<file path="src/rtl/monitor_pkg.sv">
// Shared definitions for the thermal monitor front end: FSM encoding, frame
// geometry, saturation limits, monitor thresholds and the frame conversion.
package monitor_pkg;

  typedef enum logic [2:0] {
    ST_IDLE,
    ST_SETUP,
    ST_SHIFT,
    ST_HOLD,
    ST_UPDATE
  } tsr_state_t;

  localparam int FRAME_W   = 16;
  localparam int FRAC_BITS = 4;
  localparam int TEMP_W    = 6;

  localparam logic [TEMP_W-1:0]    TEMP_MAX = 6'd63;
  localparam logic [FRAC_BITS-1:0] FRAC_MAX = 4'd15;

  localparam logic [TEMP_W-1:0] TEMP_WARN = 6'd50;
  localparam logic [TEMP_W-1:0] TEMP_CRIT = 6'd60;

  typedef struct packed {
    logic [TEMP_W-1:0]    temp;
    logic [FRAC_BITS-1:0] frac;
  } reading_t;

  // Sensor word is a 13-bit signed value in frame[15:3]; clamp into 0..63.9375.
  function automatic reading_t convert_frame(input logic [FRAME_W-1:0] frame);
    logic [12:0] raw;
    reading_t    result;
    raw = frame[FRAME_W-1:3];
    if (raw[12]) begin
      result = '0;
    end else if (raw[11:10] != 2'b00) begin
      result.temp = TEMP_MAX;
      result.frac = FRAC_MAX;
    end else begin
      result.temp = raw[9:4];
      result.frac = raw[3:0];
    end
    return result;
  endfunction

endpackage

</file>
<file path="src/rtl/spi_rx_shifter.sv">
// SPI receive engine: half-period divider, sclk generation (CPOL=0, CPHA=0),
// 15->0 bit counter and 16-bit shift register, driven by the reader FSM.
module spi_rx_shifter
  import monitor_pkg::*;
#(
  parameter int CLK_DIV = 4
) (
  input  logic               clk,
  input  logic               rst_n,
  input  logic               i_start,
  input  logic               i_busy,
  input  logic               i_shift,
  input  logic               i_miso,
  output logic               o_sclk,
  output logic               o_tick,
  output logic               o_done,
  output logic [FRAME_W-1:0] o_frame
);

  localparam int DW = (CLK_DIV > 1) ? $clog2(CLK_DIV) : 1;

  logic [DW-1:0]      r_div;
  logic [3:0]         r_bit;
  logic               r_sclk;
  logic [FRAME_W-1:0] r_shift;

  assign o_tick  = (r_div == DW'(CLK_DIV - 1));
  assign o_done  = i_shift && o_tick && r_sclk && (r_bit == 4'd0);
  assign o_sclk  = r_sclk;
  assign o_frame = r_shift;

  // Data is captured on the same edge that raises sclk, i.e. the value the
  // sensor launched on the previous falling edge.
  always_ff @(posedge clk) begin
    if (!rst_n) begin
      r_div   <= '0;
      r_bit   <= 4'd15;
      r_sclk  <= 1'b0;
      r_shift <= '0;
    end else if (i_start) begin
      r_div  <= '0;
      r_bit  <= 4'd15;
      r_sclk <= 1'b0;
    end else if (i_busy) begin
      r_div <= o_tick ? '0 : r_div + 1'b1;
      if (i_shift && o_tick) begin
        r_sclk <= ~r_sclk;
        if (!r_sclk) begin
          r_shift <= {r_shift[FRAME_W-2:0], i_miso};
        end else if (r_bit != 4'd0) begin
          r_bit <= r_bit - 4'd1;
        end
      end
    end
  end

endmodule

</file>
<file path="src/rtl/temp_sensor_reader.sv">
// Periodic SPI temperature reader producing saturated integer/sixteenth output.
// Optional fault detection (stuck-high/stuck-low frames) via TSR_FAULT_DETECT_EN.
module temp_sensor_reader
  import monitor_pkg::*;
#(
  parameter int CLK_DIV       = 4,
  parameter int SAMPLE_PERIOD = 1000000
) (
  input  logic                 clk,
  input  logic                 rst_n,
  output logic                 cs_n,
  output logic                 sclk,
  input  logic                 miso,
  output logic [TEMP_W-1:0]    temp,
  output logic [FRAC_BITS-1:0] temp_frac,
  output logic                 valid,
  output logic                 fault
);

  localparam int PW = (SAMPLE_PERIOD > 1) ? $clog2(SAMPLE_PERIOD) : 1;

  tsr_state_t           r_state;
  tsr_state_t           w_nextState;
  logic [PW-1:0]        r_period;
  logic                 r_cs_n;
  logic [TEMP_W-1:0]    r_temp;
  logic [FRAC_BITS-1:0] r_frac;
  logic                 r_valid;
  logic                 w_start;
  logic                 w_busy;
  logic                 w_shift;
  logic                 w_load;
  logic                 w_tick;
  logic                 w_done;
  logic [FRAME_W-1:0]   w_frame;
  reading_t             w_reading;
  reading_t             w_result;

  assign w_start = (r_state == ST_IDLE) && (r_period == '0);

  spi_rx_shifter #(.CLK_DIV(CLK_DIV)) u_shifter (
    .clk     (clk),
    .rst_n   (rst_n),
    .i_start (w_start),
    .i_busy  (w_busy),
    .i_shift (w_shift),
    .i_miso  (miso),
    .o_sclk  (sclk),
    .o_tick  (w_tick),
    .o_done  (w_done),
    .o_frame (w_frame)
  );

  always_ff @(posedge clk) begin
    if (!rst_n) begin
      r_state  <= ST_IDLE;
      r_period <= '0;
      r_cs_n   <= 1'b1;
    end else begin
      r_state  <= w_nextState;
      r_period <= (r_period == PW'(SAMPLE_PERIOD - 1)) ? '0 : r_period + 1'b1;
      r_cs_n   <= !((w_nextState == ST_SETUP) || (w_nextState == ST_SHIFT) ||
                    (w_nextState == ST_HOLD));
    end
  end

  // SETUP and HOLD each last one divider half-period; SHIFT ends on the
  // sixteenth falling sclk reported by the shifter.
  always_comb begin
    w_nextState = r_state;
    w_busy      = 1'b0;
    w_shift     = 1'b0;
    w_load      = 1'b0;
    case (r_state)
      ST_IDLE:   if (w_start) w_nextState = ST_SETUP;
      ST_SETUP: begin
        w_busy = 1'b1;
        if (w_tick) w_nextState = ST_SHIFT;
      end
      ST_SHIFT: begin
        w_busy  = 1'b1;
        w_shift = 1'b1;
        if (w_done) w_nextState = ST_HOLD;
      end
      ST_HOLD: begin
        w_busy = 1'b1;
        if (w_tick) begin
          w_load      = 1'b1;
          w_nextState = ST_UPDATE;
        end
      end
      ST_UPDATE: w_nextState = ST_IDLE;
      default:   w_nextState = ST_IDLE;
    endcase
  end

  assign w_reading = convert_frame(w_frame);

`ifdef TSR_FAULT_DETECT_EN
  logic w_badFrame;
  logic r_fault;

  assign w_badFrame = (w_frame == '1) || (w_frame == '0);

  // A dead sensor reads as full scale so the monitor fails safe into emergency.
  always_comb begin
    w_result = w_reading;
    if (w_badFrame) begin
      w_result.temp = TEMP_MAX;
      w_result.frac = FRAC_MAX;
    end
  end

  always_ff @(posedge clk) begin
    if (!rst_n) begin
      r_fault <= 1'b0;
    end else if (w_load) begin
      r_fault <= w_badFrame;
    end
  end

  assign fault = r_fault;
`else
  assign w_result = w_reading;
  assign fault    = 1'b0;
`endif

  always_ff @(posedge clk) begin
    if (!rst_n) begin
      r_temp  <= '0;
      r_frac  <= '0;
      r_valid <= 1'b0;
    end else begin
      r_valid <= w_load;
      if (w_load) begin
        r_temp <= w_result.temp;
        r_frac <= w_result.frac;
      end
    end
  end

  assign cs_n      = r_cs_n;
  assign temp      = r_temp;
  assign temp_frac = r_frac;
  assign valid     = r_valid;

endmodule

</file>
<file path="config.mk">
export PLATFORM = sky130hd
export DESIGN_NAME = temp_sensor_reader
export DESIGN_NICKNAME = d
export VERILOG_FILES = /design/src/rtl/monitor_pkg.sv /design/src/rtl/spi_rx_shifter.sv /design/src/rtl/temp_sensor_reader.sv
export SDC_FILE = /design/constraint.sdc
export NUM_CORES = 1
export LEC_CHECK = 0
export ABC_AREA = 1
export BUFFER_PORTS_ARGS = -buffer_cell sky130_fd_sc_hd__buf_2
export CAP_MARGIN = 20
export CORE_ASPECT_RATIO = 1.2
export CORE_MARGIN = 2
export CORE_UTILIZATION = 40
export CTS_BUF_LIST = sky130_fd_sc_hd__clkbuf_8
export DETAILED_ROUTE_END_ITERATION = 8
export SLEW_MARGIN = 25
export SYNTH_ARGS = -nofsm -noshare
export SYNTH_HDL_FRONTEND = slang
export SYNTH_SLANG_ARGS = --single-unit
</file>
<file path="constraint.sdc">
create_clock -name clk -period 1.8 [get_ports clk]
set_clock_uncertainty 0.1 [all_clocks]
set_input_delay 0.18 -clock clk [delete_from_list [all_inputs] [get_ports clk]]
set_output_delay 0.18 -clock clk [all_outputs]
set_load 0.05 [all_outputs]
</file>
# [Word level (Yosys, flattened, before mapping)]
# Cells that the tools add are included.
[word_totals] out_inout_bits=14 inputBits=3 ff_bits=58 word_cells=54
[op_classes] addsub=3 eq_ne=8 muxes=12 bitwise=3 reduce_logical=18
[op_table] cell="20-bit by 1-bit adder with 20-bit output, second input constant" count=1
[op_table] cell="20-bit equality test, second input constant" count=1
[op_table] cell="20-bit logical NOT" count=1
[op_table] cell="10-bit two-way mux" count=2
[op_table] cell="3-bit by 2-bit equality test with 1-bit output, second input constant" count=4
[op_table] cell="3-bit two-way mux" count=4
[op_table] cell="3-bit one-hot mux with 4 select lines" count=1
[op_table] cell="4-bit AND reduction" count=2
[op_table] cell="3-bit by 1-bit equality test with 1-bit output, second input constant" count=2
[op_table] cell="1-bit logical AND" count=4
[op_table] cell="4-bit logical NOT" count=1
[op_table] cell="1-bit two-way mux" count=4
[op_table] cell="4-bit nonzero test" count=1
[op_table] cell="2-bit OR reduction" count=2
[op_table] cell="4-bit by 1-bit subtractor with 4-bit output, second input constant" count=1
[op_table] cell="3-bit logical NOT" count=1
[op_table] cell="1-bit inverter" count=3
[op_table] cell="3-bit OR reduction" count=1
[op_table] cell="2-bit by 1-bit adder with 2-bit output, second input constant" count=1
[op_table] cell="2-bit equality test, second input constant" count=1
[op_table] cell="1-bit logical OR" count=2
[op_table] cell="2-bit two-way mux" count=1
[op_table] cell="2-bit AND reduction" count=1
[op_table] cell="2-bit nonzero test" count=1
[op_table] cell="1-bit logical NOT" count=1

# [Longest topological paths before layout]
# Gate-level depths: netlist (run 1).
[logic_depth] ltp_word=11 ltp_mapped=9 depth_no_buf=8

# [Hierarchy]
# From an unflattened synthesis (run 1), not the netlist that was laid out.
[hier_totals] cells_unflattened=364 area_unflattened_um2=2665.1
[modules_own_cells] mod="temp_sensor_reader" area_per_inst_um2=1680.4 seq_area_each_um2=700.7 cells_per_inst=235 n_inst=1
[modules_own_cells] mod="spi_rx_shifter" area_per_inst_um2=984.7 seq_area_each_um2=460.4 cells_per_inst=129 n_inst=1

# [Worst setup path after synthesis (run 1)]
# OpenSTA, ideal clock, no wires.
[synth_timing] kind="flip-flop to flip-flop" from="register r_period[0]" to="register r_period[0]" slack_ps=172 t_required_ps=1580 path_buffers=1 synth_period_minus_slack_ps=1628 arrival_time_ps=1408 setup_time_ps=120 path_stages_with_launch=10 cell_sequence="dfxtp_1 ha_1 nand2_2 nor2_4 nand2_2 nor2_4 nand3_2 nand2_4 buf_6 nor2_1"
[synth_via] elab_chain_len=2 elab_cells_between_ends=3 classes_between="add/sub: 1; eq/ne: 1; reduce/logical: 1"
[synth_lines] item="from (decl)" line="temp_sensor_reader.sv:24" text="logic [PW-1:0] r_period;"
[synth_lines] item="from (signal assigned)" line="temp_sensor_reader.sv:61" text="r_period <= (r_period == PW'(SAMPLE_PERIOD - 1)) ? '0 : r_period + 1'b1;"
[synth_lines] item="branches (longest 2 deep; another with 20-bit by 1-bit adder with 20-bit output)"
# Several ways; the timed one is not identified.
# A chain may end at the register's enable or synchronous reset.

# [Worst setup path in the final report (run 1)]
[layout_timing] from="register r_period[0]" to="register r_period[11]"
# Same word-level chain as after synthesis.

==> reports/results.txt, run 1 <==
Hold buffers post-CTS: 0
Fmax achieved: 0.623 GHz
Final worst slack: 194 ps
Pre-CTS setup slack: 184 ps
Clock share of power: 48.7%
Initial antenna violation count: 0
Final Hold Viols: 0
Max-Cap Viols: 0
Syn_nets: 379
Met3 Use GR: 4.44%
Most common cell after layout, fill and taps aside: nand2_1
Slowest CP cell: dfxtp_1
Final Critical Period: 1610 ps
Drt via density: 5.05
Met1 Use GR: 22.4%
Largest net degree at the start of global routing: 21
DP HPWL: 4.30 mm
Finished Cell Area: 3040 µm²
Core Region: 6410 µm²
Layout cell share with drive strength beyond 1: 13.3%
Most used routing layer: met2
Worst setup path class: flip-flop to flip-flop
Root buf cell: clkbuf_8
Flop pwr share: 47.3%
Vias in the first global route: 2,245
Power Density: 912 nW/µm²
Setup Buffers After CTS: 0
Syn. warnings: 0
Area occupied by registers: 1160 µm²
Multi-input gate area: 1270 µm²
Htree depth: 3
Sequential share of the synthesized area: 44.0%
Netlist cell types: 28
Logic pwr share: 3.9%
Initial Util: 41.2%
Int Pwr: 2.12 mW
Grt total ovfl: 0
Count of final setup violators: 0
Die width: 78.2 µm
CTS buffer count: 9
Worst-path cell chain: ha_1 > nand2_2 > nor2_4 > nand2_2 > nor2_4 > nand3_2 > nand2_4 > nor2_1
Remaining DRCs: 0
Crit end category: flip-flop
Filler cells: 680
P&R area growth vs syn: 15.2%
Max FO, Critical Path: 18
Final Non-Filler Cells: 483
Final nets: 401
Avg WL per Cell: 12.1 µm
I/O pin count: 17
Vias: 2,438
Clock sink count: 58
Clock-pin slew on the worst setup and hold paths: 70 ps
Most frequent cells in the layout: nand2_1 (77), dfxtp_1 (58), nor2_1 (43), nand3_1 (43), a21oi_1 (35)
Sw Pwr: 656 µW
Clk buf depth: 2
Worst path bufs/invs: 0
Row count: 32
CTS tree: done
RSZ-0062 raised after global routing: false
WHS: 11.4 ps
Pins Over Slew Limit: 0
Leakage power: 1.12 nW
CP Launch Type: flip-flop
Final Total Pwr: 2.77 mW
Gp weighted congestion: 0.903
Routed wire length: 5.87 mm
CP top delay family: simple AND/OR/NAND/NOR gates
Final Cycle Share: 89.2%
Synth Instances: 371
Mean Syn Cell Area: 7.12 µm²
Detail Route Antenna Nets: 0
Switching power share of the total: 23.6%
Die area: 7270 µm²
Setup TNS: 0 ps
First DRT Iteration DRCs: 117
Global-route wire length before repair: 10.3 mm
Status: completed
Crit path required time: 1930 ps
Total Routing Usage GR: 17.8%
Post-DP Area: 2820 µm²
CTS resizes: 0
HP Class: input port to flip-flop
Worst-Skew Late Latency: 340 ps
GR Util met2: 29.3%
Peak supply drop: 699 µV
Seq cells post-synth: 58
Crit path DAT: 1730 ps
PortBufs: 15
DP Cell Count: 467
DRT Pass-1 Iters: 5
Diode count: 0
Utilization after layout: 47.5%
CP peak stage delay: 390 ps
Post-Syn Area: 2640 µm²
Die Y: 93.0 µm
## area by class of cell
| class | instances | share of cell area (%) |
|---|---|---|
| clock buffer | 9 | 4.07 |
| tap | 85 | 3.50 |
| inverter | 37 | 4.57 |
| sequential | 58 | 38.2 |
| multi-input combinational | 264 | 41.9 |
| timing repair buffer | 23 | 4.44 |
| clock inverter | 7 | 3.33 |
## cells in the mapped netlist (all sizes together)
master | count | share of area, %
o21bai | 1 | 0.28
inv | 37 | 5.3
clkbuf | 4 | 0.57
nor2 | 48 | 7.7
nor3 | 1 | 0.19
or2 | 1 | 0.24
o21ai | 34 | 6.4
nand3 | 44 | 8.5
dfxtp | 58 | 44
buf | 8 | 1.9
xnor2 | 1 | 0.33
xor2 | 3 | 1.0
ha | 5 | 2.4
nand4 | 6 | 1.4
a21oi | 36 | 7.0
conb | 1 | 0.14
nand2 | 80 | 12
nand3b | 3 | 0.85
## path summary, 6_finish.rpt
kind / startpoint / slack [ps] / cells past startpoint / to
worst min-delay path: miso / 10 / 3 / u_shifter.o_frame[0]
worst max-delay path: r_period[0] / 190 / 8 / r_period[11]
worst max register to register: r_period[0] / 190 / 8 / r_period[11]
worst min register to register: u_shifter.o_frame[13] / 370 / 2 / u_shifter.o_frame[13]
## metal layers
metal  share of wire, %  wire length [µm]
met1                 45              2660
met2                 49              2890
met3                3.8               222
met4                1.5                89
met5                  0                 0
## sequential cells by signal (all words and copies together), names as in the netlist
name,cells
u_shifter.r_div,2
u_shifter.o_frame,16
u_shifter.o_sclk,1
cs_n,1
r_state,3
valid,1
r_period,20
temp_frac,4
temp,6
u_shifter.r_bit,4
## worst min-delay path, cell delays in order
cell and delay [ps]:
buf_2 90, nand3_1 70, a21oi_1 60
## logic make-up after synthesis
family                     Yosys count  synth area share (%)
xor gates and xnor gates             4                  1.33
DFF                                 58                  44.0
buffers and inverters               49                  7.72
and+or+nand+nor                    183                  30.8
other                                1                 0.142
adders and majority gates            5                  2.37
AOI/OAI and AO/OA                   71                  13.7
## power groups by stage
stage / Sequential (mW) / Clock (mW) / Combinational [mW]
2_1_floorplan: 1.35 / 0 / 0.0805
3_3_place_gp: 1.34 / 0 / 0.109
3_5_place_dp: 1.34 / 0 / 0.110
4_1_cts: 1.31 / 1.38 / 0.111
5_1_grt: 1.31 / 1.44 / 0.125
6_report: 1.31 / 1.35 / 0.109
Power figures use the tool's default switching activity.
==> run 2: changes to the inputs <==
Settings changed: CELL_PAD_IN_SITES_DETAIL_PLACEMENT set to 2, CELL_PAD_IN_SITES_GLOBAL_PLACEMENT set to 2, CORE_UTILIZATION 40 to 36, PLACE_DENSITY_LB_ADDON set to 0.1.
==> run 2 against run 1 <==
Sequential share of layout area decreased by 0.54 points. Power fell by 2.6%. Final cell count grew 1.0%. Global-route usage rose by 3.2 points. First-iteration DRC count is 58% lower. Worst setup slack worse by 63 ps. Register-to-register slack worse by 60 ps. Critical path depth stayed put. Sequential power about the same. Critical path type unchanged.
==> reports/results.txt, run 2 (same netlist as run 1, synthesis figures left out) <==
Post-DP Area: 2820 µm² (about the same)
DP Cell Count: 471 (+0.86%)
Die width: 82.2 µm (+5.1%)
Fmax achieved: 0.599 GHz (-3.8%)
Gp weighted congestion: 0.806 (-11%)
Core Region: 7190 µm² (+12%)
Largest Register: r_period
Die Y: 97.8 µm (+5.2%)
RSZ-0062 raised after global routing: true
Most common cell after layout, fill and taps aside: nand2_1
Diode count: 0 (unchanged)
Crit path launch: u_shifter.r_div[0]
Worst setup path class: flip-flop to flip-flop
Setup TNS: 0 ps (unchanged)
Crit end category: flip-flop
Drt via density: 5.26 (+4.1%)
Max-Cap Viols: 0 (unchanged)
Htree depth: 3 (unchanged)
Worst-path cell chain: ha_2 > inv_1 > nor2_1 > nand3_1 > a21oi_4 > inv_1 > nand2_1 > nand3_1
Grt total ovfl: 0 (unchanged)
CTS tree: done
Die area: 8040 µm² (+11%)
Most frequent cells in the layout: nand2_1 (77), dfxtp_1 (58), nand3_1 (43)
Largest register FFs: 20 (unchanged)
DP HPWL: 5.89 mm (+37%)
Vias in the first global route: 2,627 (+17%)
Root buf cell: clkbuf_8
Clock sink count: 58 (unchanged)
CP peak stage delay: 350 ps (-40 ps)
Max FO, Critical Path: 6 (-12)
Finished Cell Area: 3090 µm² (+1.4%)
Status: completed
Leakage power: 1.13 nW (+1.2%)
Worst-Skew Late Latency: 340 ps (about the same)
Largest net degree at the start of global routing: 21 (unchanged)
Slowest CP cell: dfxtp_1
CP Launch Type: flip-flop
Crit path DAT: 1790 ps (+60 ps)
Layout cell share with drive strength beyond 1: 13.6% (+0.25 points)
Detail Route Antenna Nets: 0 (unchanged)
HP Class: input port to flip-flop
Initial Util: 36.7% (-4.5 points)
Final nets: 402 (+0.25%)
Multi-input gate area: 1330 µm² (+4.4%)
Final Hold Viols: 0 (unchanged)
Row count: 34 (+6.3%)
R2r startpoint: u_shifter.r_div[0]
Avg WL per Cell: 16.7 µm (+37%)
Global-route wire length before repair: 12.8 mm (+24%)
P&R area growth vs syn: 16.9%
I/O pin count: 17 (unchanged)
Routed wire length: 8.13 mm (+39%)
Total Routing Usage GR: 21.0% (+3.2 points)
DRT Pass-1 Iters: 4 (-1)
Remaining DRCs: 0 (unchanged)
Clk buf depth: 2 (unchanged)
RR Endpoint: u_shifter.r_bit[1]
Final Non-Filler Cells: 488 (+1.0%)
Pins Over Slew Limit: 0 (unchanged)
First DRT Iteration DRCs: 49 (-58%)
Initial antenna violation count: 0 (unchanged)
PortBufs: 15 (unchanged)
Crit path to: u_shifter.r_bit[1]
Worst R2R Setup Slack: 130 ps (-60 ps)
Peak supply drop: 429 µV (-39%)
Final Total Pwr: 2.70 mW (-2.6%)
Final Cycle Share: 92.7% (+3.5 points)
Vias: 2,565 (+5.2%)
Worst reg2reg path depth: 8 (unchanged)
Filler cells: 883 (+30%)
Clock-pin slew on the worst setup and hold paths: 70 ps (about the same)
Final Critical Period: 1670 ps (+62.6 ps)
Area occupied by registers: 1160 µm² (unchanged)
Power Density: 876 nW/µm² (-4.0%)
Count of final setup violators: 0 (unchanged)
Utilization after layout: 42.9% (-4.6 points)
Crit path required time: 1920 ps (about the same)
CTS buffer count: 9 (unchanged)
[run 2: cell types whose count changed in the layout (fill, tap and decap cells not counted), moves of 2 or more]
cell        delta
clkinv_4       -2
nand2_8        +2
clkinvlp_4     -2
clkbuf_8       +3
nor2_1         -2
[run 2: cell type report]
| class | count | area share [%] |
|---|---|---|
| multi-input cells | 265 | 43.1 |
| well taps | 90 | 3.65 |
| clock inverters | 3 | 1.26 |
| clock buffers | 12 | 5.35 |
| flip-flops and latches | 58 | 37.6 |
| inverters | 37 | 4.50 |
| repair buffers | 23 | 4.46 |
[run 2: worst min-delay path by stage]
stage | startpoint | end | slack (ps) | cells after the start
3_5_place_dp | miso | u_shifter.o_frame[0] | 360 | 3
5_1_grt | rst_n | u_shifter.r_div[0] | 180 | 3
3_3_place_gp | u_shifter.o_frame[0] | u_shifter.o_frame[0] | 350 | 2
6_report | rst_n | u_shifter.r_div[0] | 150 | 3
2_1_floorplan | miso | u_shifter.o_frame[0] | 240 | 2
4_1_cts | rst_n | u_shifter.r_div[0] | 150 | 3
[run 2: where the power goes]
group	leakage [nW]	internal [mW]	switching, mW
sequential	0.468	1.30	0.0156
combinational	0.554	0.0357	0.0875
clock	0.110	0.738	0.527
[run 2: repair_timing]
| item | in CTS | in global routing |
|---|---|---|
| resized for setup | 0 | 8 |
| hold buffers | 1 | 0 |
| setup endpoints to repair | 0 | 23 |
| setup buffers | 0 | 0 |
| endpoints found under the hold margin | 1 | 0 |
[run 2: critical path, delay by kind of cell (launching register included)]
family	cells	cell delay, ps
flip-flops	1	350
AO/OA/AOI/OAI	1	200
AND/OR/NAND/NOR	4	440
buffers and inverters	2	210
adder cells (fa/ha/maj)	1	250
[run 2: through the flow]
step	hold slack [ps]	worst slack [ps]
final	155	131
after CTS	146	64.9
after global placement	350	132
after floorplan	244	172
after detailed placement	365	112
after global routing	184	-39.7
[run 2: per-layer routing]
metal / vias up / track usage (%) / wire [µm]
met5: - / 0 / 0
met4: 0 / 7.05 / 186
met3: 18 / 4.53 / 190
met2: 29 / 37.8 / 4370
met1: 1258 / 23.8 / 3380
li1: 1260 / - / -
